[src/rtl/accel_pkg.sv]
// Shared constants and encodings for the image-buffer / PE-array sequencer.
// Holds the externally visible state codes, tile geometry and per-layer loop bounds.
package accel_pkg;

  typedef enum logic [1:0] {
    OST_IDLE        = 2'd0,
    OST_IMAGES_LOAD = 2'd1,
    OST_SEND_DATA   = 2'd2
  } ostate_e;

  typedef enum logic [2:0] {
    S_IDLE,
    S_REQ,
    S_LOAD,
    S_COMPUTE,
    S_WAIT_SEND,
    S_ADVANCE
  } fsm_e;

  localparam int TILE_BYTES       = 2304;
  localparam int ROWS_DEF         = 16;
  localparam int IC_L0_DEF        = 1;
  localparam int IC_LN            = 64;
  localparam int OC_DEF           = 64;
  localparam int NUM_LAYERS_DEF   = 3;
  localparam int SEND_TIMEOUT_DEF = 1024;

  // Last input-channel index of a layer: layer 0 is the image input, deeper layers are 64 wide.
  function automatic logic [5:0] ic_max(input logic [1:0] layer, input int ic_l0);
    return (layer == 2'd0) ? 6'(ic_l0 - 1) : 6'(IC_LN - 1);
  endfunction

endpackage

[src/rtl/loop_counter_3d.sv]
// Nested layer -> oc -> ic counter; one increment steps ic and carries into oc and layer.
// Exposes the next-state values so the caller can latch them on the same edge.
module loop_counter_3d
  import accel_pkg::*;
#(
  parameter int NUM_LAYERS = NUM_LAYERS_DEF,
  parameter int IC_L0      = IC_L0_DEF,
  parameter int OC_MAX     = OC_DEF
) (
  input  logic       clk,
  input  logic       rstn,
  input  logic       clr_i,
  input  logic       inc_i,
  output logic [1:0] layer_d_o,
  output logic [5:0] oc_d_o,
  output logic [5:0] ic_d_o,
  output logic       last_ic_o,
  output logic       last_oc_o,
  output logic       last_layer_o
);

  logic [1:0] layer_q, layer_d;
  logic [5:0] oc_q, oc_d;
  logic [5:0] ic_q, ic_d;

  assign last_ic_o    = (ic_q == ic_max(layer_q, IC_L0));
  assign last_oc_o    = (oc_q == 6'(OC_MAX - 1));
  assign last_layer_o = (layer_q == 2'(NUM_LAYERS - 1));

  always_comb begin
    layer_d = layer_q;
    oc_d    = oc_q;
    ic_d    = ic_q;
    if (clr_i) begin
      layer_d = 2'd0;
      oc_d    = 6'd0;
      ic_d    = 6'd0;
    end else if (inc_i) begin
      if (!last_ic_o) begin
        ic_d = ic_q + 6'd1;
      end else begin
        ic_d = 6'd0;
        if (!last_oc_o) begin
          oc_d = oc_q + 6'd1;
        end else begin
          oc_d    = 6'd0;
          layer_d = last_layer_o ? 2'd0 : layer_q + 2'd1;
        end
      end
    end
  end

  always_ff @(posedge clk or negedge rstn) begin
    if (!rstn) begin
      layer_q <= 2'd0;
      oc_q    <= 6'd0;
      ic_q    <= 6'd0;
    end else begin
      layer_q <= layer_d;
      oc_q    <= oc_d;
      ic_q    <= ic_d;
    end
  end

  assign layer_d_o = layer_d;
  assign oc_d_o    = oc_d;
  assign ic_d_o    = ic_d;

endmodule

[src/rtl/conv_tile_scheduler.sv]
// Tile sequencer: per input-channel tile, request a DMA load, count computed rows,
// and on the last ic of an oc wait for the buffer's send flag before advancing.
module conv_tile_scheduler
  import accel_pkg::*;
#(
  parameter int NUM_LAYERS   = NUM_LAYERS_DEF,
  parameter int ROWS         = ROWS_DEF,
  parameter int IC_L0        = IC_L0_DEF,
  parameter int OC_MAX       = OC_DEF,
  parameter int SEND_TIMEOUT = SEND_TIMEOUT_DEF
) (
  input  logic       clk,
  input  logic       rstn,
  input  logic       i_start,
  input  logic       i_abort,
  output logic       o_dma_req,
  input  logic       i_load_done,
  input  logic       i_img_row_done,
  input  logic       i_send_flg,
  output logic [1:0] o_state,
  output logic [1:0] o_current_layer,
  output logic [5:0] o_current_ic,
  output logic [5:0] o_current_oc,
  output logic       o_valid,
  output logic       o_busy,
  output logic       o_done,
  output logic       o_err
);

  fsm_e        state_q;
  logic [4:0]  row_q;
  logic [10:0] tmo_q;
  logic [1:0]  layer_nxt;
  logic [5:0]  oc_nxt, ic_nxt;
  logic        last_ic, last_oc, last_layer;
  logic        row_final, all_last, go_req, cnt_clr, cnt_inc;

  assign row_final = i_img_row_done && (row_q == 5'(ROWS - 1));
  assign all_last  = last_ic && last_oc && last_layer;
  assign cnt_clr   = !i_abort && (state_q == S_IDLE) && i_start;
  assign cnt_inc   = !i_abort && (((state_q == S_COMPUTE) && row_final && !last_ic) ||
                                  (state_q == S_ADVANCE));
  assign go_req    = cnt_clr || (cnt_inc && !((state_q == S_ADVANCE) && all_last));

  loop_counter_3d #(
    .NUM_LAYERS (NUM_LAYERS),
    .IC_L0      (IC_L0),
    .OC_MAX     (OC_MAX)
  ) u_cnt (
    .clk          (clk),
    .rstn         (rstn),
    .clr_i        (cnt_clr),
    .inc_i        (cnt_inc),
    .layer_d_o    (layer_nxt),
    .oc_d_o       (oc_nxt),
    .ic_d_o       (ic_nxt),
    .last_ic_o    (last_ic),
    .last_oc_o    (last_oc),
    .last_layer_o (last_layer)
  );

  always_ff @(posedge clk or negedge rstn) begin
    if (!rstn) begin
      state_q         <= S_IDLE;
      row_q           <= 5'd0;
      tmo_q           <= 11'd0;
      o_dma_req       <= 1'b0;
      o_state         <= OST_IDLE;
      o_current_layer <= 2'd0;
      o_current_ic    <= 6'd0;
      o_current_oc    <= 6'd0;
      o_valid         <= 1'b0;
      o_busy          <= 1'b0;
      o_done          <= 1'b0;
      o_err           <= 1'b0;
    end else begin
      o_dma_req <= 1'b0;
      o_done    <= 1'b0;
      if (i_abort) begin
        state_q <= S_IDLE;
        o_state <= OST_IDLE;
        o_valid <= 1'b0;
        o_busy  <= 1'b0;
      end else begin
        case (state_q)
          S_IDLE: begin
            if (i_start) begin
              row_q <= 5'd0;
              tmo_q <= 11'd0;
              o_err <= 1'b0;
            end
          end
          S_REQ: begin
            state_q <= S_LOAD;
            o_valid <= 1'b1;
          end
          S_LOAD: begin
            if (i_load_done) begin
              state_q <= S_COMPUTE;
              o_state <= OST_SEND_DATA;
              row_q   <= 5'd0;
            end
          end
          S_COMPUTE: begin
            if (i_img_row_done) begin
              row_q <= row_q + 5'd1;
              // A send flag coinciding with the final row skips the wait entirely.
              if (row_final && last_ic) begin
                if (i_send_flg) begin
                  state_q <= S_ADVANCE;
                  o_valid <= 1'b0;
                end else begin
                  state_q <= S_WAIT_SEND;
                  tmo_q   <= 11'd0;
                end
              end
            end
          end
          S_WAIT_SEND: begin
            if (i_send_flg) begin
              state_q <= S_ADVANCE;
              o_valid <= 1'b0;
            end else if (tmo_q == 11'(SEND_TIMEOUT - 1)) begin
              state_q <= S_IDLE;
              o_state <= OST_IDLE;
              o_valid <= 1'b0;
              o_busy  <= 1'b0;
              o_err   <= 1'b1;
            end else begin
              tmo_q <= tmo_q + 11'd1;
            end
          end
          S_ADVANCE: begin
            if (all_last) begin
              state_q <= S_IDLE;
              o_state <= OST_IDLE;
              o_busy  <= 1'b0;
              o_done  <= 1'b1;
            end
          end
          default: state_q <= S_IDLE;
        endcase
        // Displayed loop indices only move when a new tile is requested.
        if (go_req) begin
          state_q         <= S_REQ;
          o_dma_req       <= 1'b1;
          o_state         <= OST_IMAGES_LOAD;
          o_valid         <= 1'b0;
          o_busy          <= 1'b1;
          o_current_layer <= layer_nxt;
          o_current_oc    <= oc_nxt;
          o_current_ic    <= ic_nxt;
        end
      end
    end
  end

endmodule

[config.mk]
export PLATFORM = sky130hd
export DESIGN_NAME = conv_tile_scheduler
export DESIGN_NICKNAME = d
export VERILOG_FILES = /design/src/rtl/accel_pkg.sv /design/src/rtl/loop_counter_3d.sv /design/src/rtl/conv_tile_scheduler.sv
export SDC_FILE = /design/constraint.sdc
export NUM_CORES = 1
export LEC_CHECK = 0
export BUFFER_PORTS_ARGS = -buffer_cell sky130_fd_sc_hd__buf_2
export CORE_MARGIN = 3
export CORE_UTILIZATION = 39
export DETAILED_ROUTE_END_ITERATION = 10
export GPL_TIMING_DRIVEN = 0
export PLACE_DENSITY = 0.67
export REMOVE_ABC_BUFFERS = 1
export SLEW_MARGIN = 30
export SYNTH_ARGS = -nofsm -noshare
export SYNTH_HDL_FRONTEND = slang
export SYNTH_SLANG_ARGS = --single-unit
[constraint.sdc]
create_clock -name clk -period 3.4 [get_ports clk]
set_input_delay 0.51 -clock clk [delete_from_list [all_inputs] [get_ports clk]]
set_output_delay 0.51 -clock clk [all_outputs]
set_load 0.02 [all_outputs]
==> results of run 1 <==
## per-layer routing
layer  share of wire [%]  vias to the layer above  global-route usage, %
li1                    -                     1262                      -
met1                  50                     1219                  23.72
met2                  45                       56                  25.67
met3                 4.1                        6                  2.804
met4                 1.3                        0                  5.656
met5                   0                        -                      0
## kinds of logic after synthesis
logic type	Yosys count
AND/OR/NAND/NOR	142
adder cells (fa/ha/maj)	5
flip-flops	54
XOR/XNOR	9
multiplexers	5
AO/OA/AOI/OAI	97
buffers and inverters	21
## power by group through the flow
stage | Combinational, mW | Sequential, mW | Clock, mW
after detailed placement | 0.228 | 0.714 | 0
after global placement | 0.219 | 0.713 | 0
after global routing | 0.257 | 0.706 | 0.407
after floorplan | 0.130 | 0.725 | 0
final | 0.228 | 0.702 | 0.365
after CTS | 0.229 | 0.702 | 0.383
## placed cells by master (no fill, tap or decap), types with 2 or more instances in the layout
cell type	n
a211oi_1	4
a21boi_0	2
a21o_1	3
a21oi_1	24
a311oi_1	3
a31oi_1	11
a32oi_1	2
a41oi_1	2
and2_1	2
and3_1	7
buf_2	26
buf_4	2
clkbuf_8	5
dfrtp_1	54
ha_1	5
inv_1	4
mux2_2	2
mux2i_1	3
nand2_1	41
nand2b_1	4
nand3_1	14
nand3b_1	3
nor2_1	31
nor2b_1	4
nor3_1	12
nor4_1	5
nor4b_4	2
o21ai_0	26
o21bai_1	2
o311a_1	2
o31ai_1	2
or2_2	3
or4_1	2
xnor2_1	5
xor2_1	4
## state kept, by name, summed over array words and instances, names as in the netlist, 2 cells and up
signal / cells
tmo_q: 11
o_current_ic: 6
o_current_oc: 6
u_cnt.ic_q: 6
u_cnt.oc_q: 6
row_q: 5
state_q: 3
o_current_layer: 2
o_state: 2
u_cnt.layer_q: 2
## worst max path at each step
stage / start / to / slack, ns / cells past startpoint
2_1_floorplan: state_q[1]$_DFFE_PN0P_ / o_current_ic[1]$_DFFE_PN0P_ / 0.76 / 5
3_3_place_gp: state_q[0]$_DFFE_PN0P_ / o_current_ic[1]$_DFFE_PN0P_ / -0.50 / 5
3_5_place_dp: i_abort / o_current_oc[3]$_DFFE_PN0P_ / 0.57 / 7
4_1_cts: state_q[0]$_DFFE_PN0P_ / o_current_oc[3]$_DFFE_PN0P_ / 0.61 / 6
5_1_grt: u_cnt.layer_q[0]$_DFF_PN0_ / tmo_q[0]$_DFFE_PN0P_ / 0.36 / 6
6_report: state_q[0]$_DFFE_PN0P_ / o_current_oc[3]$_DFFE_PN0P_ / 0.59 / 6
## worst max-delay path, stage by stage, from the launching register on
cell      delay (ns)
dfrtp_1         0.65
nor4bb_1        0.45
nand2_1         0.14
nor3_1          0.66
nor2_1          0.40
a311oi_1        0.34
a21o_1          0.12
## stage by stage
stage,power [mW],std cells
finish,1.295,451
global route,1.371,451
CTS,1.314,451
detailed placement,0.9423,443
global placement,0.9321,442
floorplan,0.8551,316
## cell type report
class	count	area (um2)	share of cell area (%)
Clock inverter	3	21.27	0.6418
Timing Repair Buffer	28	145.1	4.379
Clock buffer	5	68.82	2.076
Tap cell	99	123.9	3.737
Sequential cell	54	1351	40.77
Inverter	4	15.01	0.4530
Multi-Input combinational cell	258	1589	47.94
==> out/summary.txt, run 1 <==
Status = finished, final reports clean
Gr usage total = 16.68%
Initial Utilization = 40.76%
Deepest clock path buffer count = 2
Area of placed instances = 3218 um2
RSZ-0062 raised after global routing = no
Max Clock Freq = 0.3555 GHz
Drt via density = 5.639
Post-synth top area share = 44.98%
Sequential power share = 54.2%
Vias in the first global route = 2432
IO Pins = 28
Critical Path AT = 3.07 ns
Avg WL per Cell = 15.02 um
Clock power share = 28.2%
Synth cell types = 59
Largest family of logic cells by synthesized area = simple AND/OR/NAND/NOR gates
Die footprint = 8792 um2
Combinational power share = 17.6%
Worst Tran Pin Value = 0.9181 ns
Sum of negative setup slack = 0 ns
Hold Buf Count CTS = 0
NumNets Final = 363
Post-DP HPWL = 4.799 mm
H-tree levels = 2
Total gr overflow = 0
Pre-CTS setup slack = 0.5673 ns
R2R cell count = 6
Drt first pass iters = 4
Peak supply drop = 0.1552 mV
Yosys top cell by area = dfrtp_1
Max Slew Vio Count = 0
Critical path class = reg2reg
Main synth FF type = dfrtp_1
Syn Inst Count = 333
CTS root buf = clkbuf_8
Synth top cells by count = dfrtp_1 (54), nand2_1 (41), nor2_1 (31), o21ai_0 (26), a21oi_1 (24)
Global-route wire length before repair = 11.80 mm
Top post-synthesis cells by area = dfrtp_1 (45%), nand2_1 (5.1%), o21ai_0 (4.3%)
Port Buf Inserts = 27
Fin Hold WS = 0.2300 ns
Sequential share of the synthesized area = 44.98%
Pint = 0.8902 mW
DIE HEIGHT = 93.77 um
Antenna Nets Post-Route = 0
Crit Reg-Reg Startpoint = state_q[0]$_DFFE_PN0P_
Critical Path End Type = flop
Tmin final = 2.813 ns
Die width = 93.77 um
Skew final = 0.009791 ns
Cell Rows = 31
Synth Area in Adders = 2.082%
Final core occ = 44.97%
Area grow syn2layout = 10.33%
Setup bufs post-CTS = 0
Compound-cell area share of the yosys netlist = 20.57%
Maxcap violations = 0
Max Fanout on Critical Path = 16
First-iteration detailed-routing DRC count = 201
Hold Crit Class = in2async
Filler cell count = 749
Ys Warns = 0
R2R setup slack = 0.59 ns
Clk Latency, worst-skew pair = 0.31 ns
Final WS setup = 0.5870 ns
Hold Fails Final Rpt = 0
P_sw = 0.4049 mW
Post-Synth Simple-Gate Area = 25.03%
Synthesis-stage register bit count = 54
Number of remaining DRC errors = 0
WP data required = 3.66 ns
RR Endpoint = o_current_oc[3]$_DFFE_PN0P_
Cell area power density = 390.7 nW/um2
Clock sinks = 54
Fin area = 3314 um2
Syn avg cell area = 9.021 um2
ANT cells = 0
Number of flops mapped to enable cells by yosys = 0
CORE AREA = 7370 um2
Post-synthesis mux area share = 1.749%
Wirelength, routed = 6.775 mm
Leak = 1.453 nW
Clock slew seen by the registers of the worst setup and hold paths = 0.10 ns
Startpoint Class = flop
Via count = 2543
Asr flop ratio synth = 100.0%
Sw Ratio = 31.27%
Tcrit/Tclk final = 82.73%
Largest net degree at the start of global routing = 55
Antenna violations before repair = 0
Relative slew margins = 38.79%
Total CTS buffers = 5
CTS tree = yes
Layout cell share with drive strength beyond 1 = 15.06%
Most common cell in the netlist = dfrtp_1
GPL Wtd Cong = 0.8702
# setup viols final = 0
Synthesized area = 3004 um2
Post_cts resized = 0
Synth Area in XOR/XNOR = 2.624%
No activity file was read; power rests on OpenSTA's default activity.
==> inputs of run 2 (changes only) <==
Settings changed: ABC_AREA set to 1.
Clock period 3.4 ns to 2.7 ns, I/O delays scaled along.
==> out/summary.txt, run 2 <==
Syn Inst Count = 409 (+23%)
Cell area power density = 447.7 nW/um2 (+15%)
Sequential share of the synthesized area = 43.87% (-1.1 points)
Die width = 94.88 um (+1.2%)
Synth top cells by count = nand2_1 (119), dfrtp_1 (54), inv_1 (44), nor2_1 (35), nand3_1 (30)
Pre-CTS setup slack = 0.4670 ns (-0.1003 ns)
Main synth FF type = dfrtp_1
Tmin final = 2.199 ns (-0.6143 ns)
Clock sinks = 54 (unchanged)
Sum of negative setup slack = 0 ns (unchanged)
Critical Path End Type = flop
Status = finished, final reports clean
Leak = 1.719 nW (+18%)
Max Clock Freq = 0.4548 GHz (+28%)
Post_cts resized = 0 (unchanged)
DIE HEIGHT = 94.88 um (+1.2%)
Global-route wire length before repair = 11.80 mm (unchanged)
Post-DP HPWL = 4.706 mm (-1.9%)
Largest Register = tmo_q
Syn avg cell area = 7.532 um2 (-17%)
Largest register FFs = 11 (unchanged)
Initial Utilization = 41.36% (+0.60 points)
Ys Warns = 0 (unchanged)
Synthesized area = 3080 um2 (+2.5%)
Drt via density = 5.006 (-11%)
Total gr overflow = 0 (unchanged)
Die footprint = 9001 um2 (+2.4%)
Antenna Nets Post-Route = 0 (unchanged)
Hold Crit Class = in2async
WP data required = 2.91 ns (-0.75 ns)
Largest net degree at the start of global routing = 55 (unchanged)
Via count = 2683 (+5.5%)
Post-synth top area share = 43.87% (-1.1 points)
Synthesis-stage register bit count = 54 (unchanged)
Fin Hold WS = 0.1214 ns (-0.1085 ns)
Most common cell in the netlist = nand2_1
Deepest clock path buffer count = 2 (unchanged)
Max Slew Vio Count = 0 (unchanged)
Total power = 1.521 mW (+17%)
Critical Path AT = 2.41 ns (-0.66 ns)
Layout cell share with drive strength beyond 1 = 14.42% (-0.64 points)
Top post-synthesis cells by area = dfrtp_1 (44%), nand2_1 (15%), inv_1 (5.4%)
Clk Latency, worst-skew pair = 0.32 ns (about the same)
First-iteration detailed-routing DRC count = 158 (-21%)
Critical path launch point = row_q[0]$_DFFE_PN0P_
GPL Wtd Cong = 0.9130 (+4.9%)
Skew final = 0.01945 ns (+0.009656 ns)
Antenna violations before repair = 0 (unchanged)
IO Pins = 28 (unchanged)
ANT cells = 0 (unchanged)
Max Fanout on Critical Path = 17 (+1)
Total CTS buffers = 5 (unchanged)
Synth cell types = 33 (-44%)
Clock slew seen by the registers of the worst setup and hold paths = 0.11 ns (about the same)
Port Buf Inserts = 27 (unchanged)
Cell Rows = 31 (unchanged)
RSZ-0062 raised after global routing = no
Setup bufs post-CTS = 0 (unchanged)
Maxcap violations = 0 (unchanged)
Hold Fails Final Rpt = 0 (unchanged)
CTS root buf = clkbuf_8
Startpoint Class = flop
Most frequent cells in the layout = nand2_1 (119), dfrtp_1 (54), inv_1 (44)
Wirelength, routed = 6.568 mm (-3.1%)
Crit Reg-Reg Startpoint = row_q[0]$_DFFE_PN0P_
Commonest non-fill, non-tap cell in the layout = nand2_1
Asr flop ratio synth = 100.0% (unchanged)
Hold Buf Count CTS = 0 (unchanged)
H-tree levels = 2 (unchanged)
Final WS setup = 0.5013 ns (-0.08569 ns)
NumNets Final = 448 (+23%)
Tcrit/Tclk final = 81.43% (-1.3 points)
Gr usage total = 16.49% (-0.19 points)
Yosys top cell by area = dfrtp_1
CORE AREA = 7447 um2 (+1.1%)
CTS tree = yes
Number of remaining DRC errors = 0 (unchanged)
Vias in the first global route = 2580 (+6.1%)
Number of flops mapped to enable cells by yosys = 0 (unchanged)
Worst Tran Pin Value = 0.6753 ns (-0.2429 ns)
Drt first pass iters = 4 (unchanged)
Avg WL per Cell = 12.25 um (-18%)
Critical path class = reg2reg
Peak supply drop = 0.2875 mV (+85%)
Area grow syn2layout = 10.28% (about the same)
# setup viols final = 0 (unchanged)
Relative slew margins = 54.98% (+16 points)
==> run 2: path summary, 6_finish.rpt <==
| kind | endpoint | slack (ns) | depth (start not counted) |
|---|---|---|---|
| min in group clk | o_done$_DFF_PN0_ | 0.39 | 2 |
| worst max register to register | o_current_layer[0]$_DFFE_PN0P_ | 0.50 | 15 |
| worst min register to register | o_current_oc[1]$_DFFE_PN0P_ | 0.48 | 2 |
| worst min-delay path | o_current_ic[0]$_DFFE_PN0P_ | 0.12 | 1 |
| max in group asynchronous | row_q[2]$_DFFE_PN0P_ | 2.12 | 1 |
| worst max-delay path | o_current_layer[0]$_DFFE_PN0P_ | 0.50 | 15 |
==> run 2: layer usage <==
metal	GRT usage (%)	wire length, um	vias to the layer above
met5	0	0	-
li1	-	-	1356
met1	23.27	3221	1258
met4	5.769	93	0
met3	3.506	350	5
met2	25.01	2901	64
==> run 2: cell type report <==
type | count | area [um2]
Fill cell | 797 | 4050
Multi-Input combinational cell | 292 | 1455
Sequential cell | 54 | 1351
Inverter | 56 | 212.7
Timing Repair Buffer | 27 | 137.6
Tap cell | 99 | 123.9
Clock buffer | 5 | 68.82
Clock inverter | 3 | 47.55
==> run 2: logic make-up (layout without fill, tap and decap cells) <==
family	after synthesis	in the layout	synth area share, %
flops	54	54	43.87
simple gates	216	216	31.44
fa+ha+maj	5	5	2.031
xor+xnor	11	11	3.127
compound gates	59	59	10.24
buf+inv	63	91	8.976
mux	1	1	0.3250
==> run 2: stage by stage <==
step                cell area, um2  utilization, %  std cells
global route                  3397           45.61        536
finish                        3397           45.61        536
CTS                           3395           45.58        536
global placement              3276           43.99        528
detailed placement            3278           44.02        528
floorplan                     3017               -        402
==> run 2: power by group <==
| group | switching [mW] | total [mW] | internal [mW] | leakage [nW] |
|---|---|---|---|---|
| sequential | 0.00720 | 0.828 | 0.820 | 0.747 |
| clock | 0.284 | 0.566 | 0.282 | 0.0587 |
| combinational | 0.0949 | 0.128 | 0.0330 | 0.913 |
==> run 2: critical path, cell delays in order (launching register included) <==
cell,delay (ns)
dfrtp_1,0.36
ha_1,0.17
inv_1,0.06
nor3_1,0.20
ha_1,0.23
nand2_1,0.06
nor2_1,0.12
nand3_1,0.11
nand2_2,0.11
nand2_4,0.14
inv_2,0.24
nand2_1,0.08
nand2_1,0.06
nor2_1,0.05
nand2_1,0.07
nand2_1,0.05
==> inputs of run 3 (changes only) <==
Settings changed: ABC_AREA 1 to 0.
Clock period 2.7 ns to 2.2 ns, I/O delays scaled along.
==> out/summary.txt, run 3 (synthesized netlist as in run 1, its figures left out) <==
Die width = 93.77 um (-1.2%)
Filler cell count = 712 (-11%)
Initial Utilization = 40.76% (-0.60 points)
Number of remaining DRC errors = 0 (unchanged)
Total CTS buffers = 5 (unchanged)
H-tree levels = 2 (unchanged)
Leak = 1.553 nW (-9.7%)
Largest register FFs = 11 (unchanged)
Clock sinks = 54 (unchanged)
Global-route wire length before repair = 12.19 mm (+3.3%)
Antenna violations before repair = 0 (unchanged)
DIE HEIGHT = 93.77 um (-1.2%)
Critical Path AT = 2.33 ns (-0.08 ns)
Drt via density = 5.697 (+14%)
Clk Latency, worst-skew pair = 0.32 ns (about the same)
Hold Fails Final Rpt = 0 (unchanged)
Hold Buf Count CTS = 0 (unchanged)
Hold Crit Class = in2async
Max Fanout on Critical Path = 10 (-7)
Vias in the first global route = 2508 (-2.8%)
IO Pins = 28 (unchanged)
Cell Rows = 31 (unchanged)
Fin area = 3659 um2 (+7.7%)
Max Clock Freq = 0.4660 GHz (+2.5%)
Pre-CTS setup slack = -0.5631 ns (-1.030 ns)
Worst Tran Pin Value = 0.7022 ns (+0.02696 ns)
Most frequent cells in the layout = dfrtp_1 (48), nand2_1 (40), nor2_1 (27)
Largest net degree at the start of global routing = 55 (unchanged)
Antenna Nets Post-Route = 0 (unchanged)
Maxcap violations = 0 (unchanged)
Post-DP HPWL = 4.799 mm (+2.0%)
Layout cell share with drive strength beyond 1 = 27.03% (+13 points)
Area of placed instances = 3218 um2 (-1.8%)
Total power = 2.098 mW (+38%)
Commonest non-fill, non-tap cell in the layout = dfrtp_1
Critical path class = reg2reg
Area grow syn2layout = 21.78%
R2R setup slack = 0.05 ns (-0.45 ns)
# setup viols final = 0 (unchanged)
Critical Path End Type = flop
Area occupied by registers = 1361 um2 (+0.74%)
Fin Hold WS = 0.04695 ns (-0.07447 ns)
Clock slew seen by the registers of the worst setup and hold paths = 0.10 ns (about the same)
Total gr overflow = 0 (unchanged)
Skew final = 0.01325 ns (-0.006197 ns)
GPL Wtd Cong = 0.8702 (-4.7%)
Max Slew Vio Count = 0 (unchanged)
Startpoint Class = flop
Via count = 2672 (-0.41%)
Port Buf Inserts = 27 (unchanged)
Die footprint = 8792 um2 (-2.3%)
Deepest clock path buffer count = 2 (unchanged)
Peak supply drop = 0.2449 mV (-15%)
Largest Register = tmo_q
Drt first pass iters = 4 (unchanged)
Wirelength, routed = 7.498 mm (+14%)
ANT cells = 0 (unchanged)
CTS root buf = clkbuf_8
CORE AREA = 7370 um2 (-1.0%)
WP data required = 2.38 ns (-0.53 ns)
Tcrit/Tclk final = 97.53% (+16 points)
NumNets Final = 381 (-15%)
Multi-input combinational cell area = 1775 um2 (+22%)
First-iteration detailed-routing DRC count = 162 (+2.5%)
Final WS setup = 0.05426 ns (-0.4471 ns)
Avg WL per Cell = 15.99 um (+30%)
RSZ-0062 raised after global routing = yes
Gr usage total = 17.23% (+0.74 points)
Status = finished, final reports clean
CTS tree = yes
Cell area power density = 573.3 nW/um2 (+28%)
R2R cell count = 10 (-5)
Tmin final = 2.146 ns (-0.05293 ns)
Relative slew margins = 53.19% (-1.8 points)
==> run 3: area by class of cell <==
type	count	share of cell area [%]
clock inverter	3	0.5814
inverter	4	0.4104
tap	99	3.386
timing repair buffer	45	8.003
multi-input combinational	259	48.53
sequential	54	37.21
clock buffer	5	1.881
==> run 3: final timing paths <==
check | from | end
min in group clk | o_current_oc[3]$_DFFE_PN0P_ | o_current_oc[3]$_DFFE_PN0P_
max | row_q[1]$_DFFE_PN0P_ | o_current_ic[3]$_DFFE_PN0P_
min | rstn | tmo_q[5]$_DFFE_PN0P_
max reg2reg | row_q[1]$_DFFE_PN0P_ | o_current_ic[3]$_DFFE_PN0P_
max in group asynchronous | rstn | state_q[2]$_DFFE_PN0P_
min reg2reg | o_current_oc[3]$_DFFE_PN0P_ | o_current_oc[3]$_DFFE_PN0P_
==> run 3: power by group <==
part           internal [mW]  switching, mW
Sequential              1.03         0.0530
Clock                  0.225          0.343
Combinational          0.174          0.271
Total                   1.43          0.667
==> run 3: what timing repair did <==
action | 4_1_cts | 5_1_grt
buffers inserted | 8 | 9
cloned | 0 | 1
setup endpoints to repair | 45 | 30
resized for setup | 28 | 23
pin swaps | 5 | 18
==> run 3: metal layers <==
layer	track usage (%)	up-vias	wire (um)
met4	5.656	0	106
li1	-	1301	-
met2	26.61	62	3499
met3	2.804	9	339
met5	0	-	0
met1	24.56	1300	3553
==> run 3: per-stage QoR <==
step	cells	util [%]	setup TNS, ns
5_1_grt	469	49.64	-0.6105
4_1_cts	459	47.22	0
2_1_floorplan	316	-	-4.469
3_5_place_dp	443	43.67	-13.13
6_report	469	49.64	0
3_3_place_gp	442	43.28	-34.66
==> run 3: worst max-delay path: stages (launching register included) <==
cell and delay [ns]:
dfrtp_1 0.38, ha_2 0.19, and3_4 0.20, ha_4 0.13
and2_4 0.14, nand2_2 0.07, nor3_4 0.45, buf_6 0.18
o21ai_4 0.09, nand3_1 0.11, o21ai_0 0.09
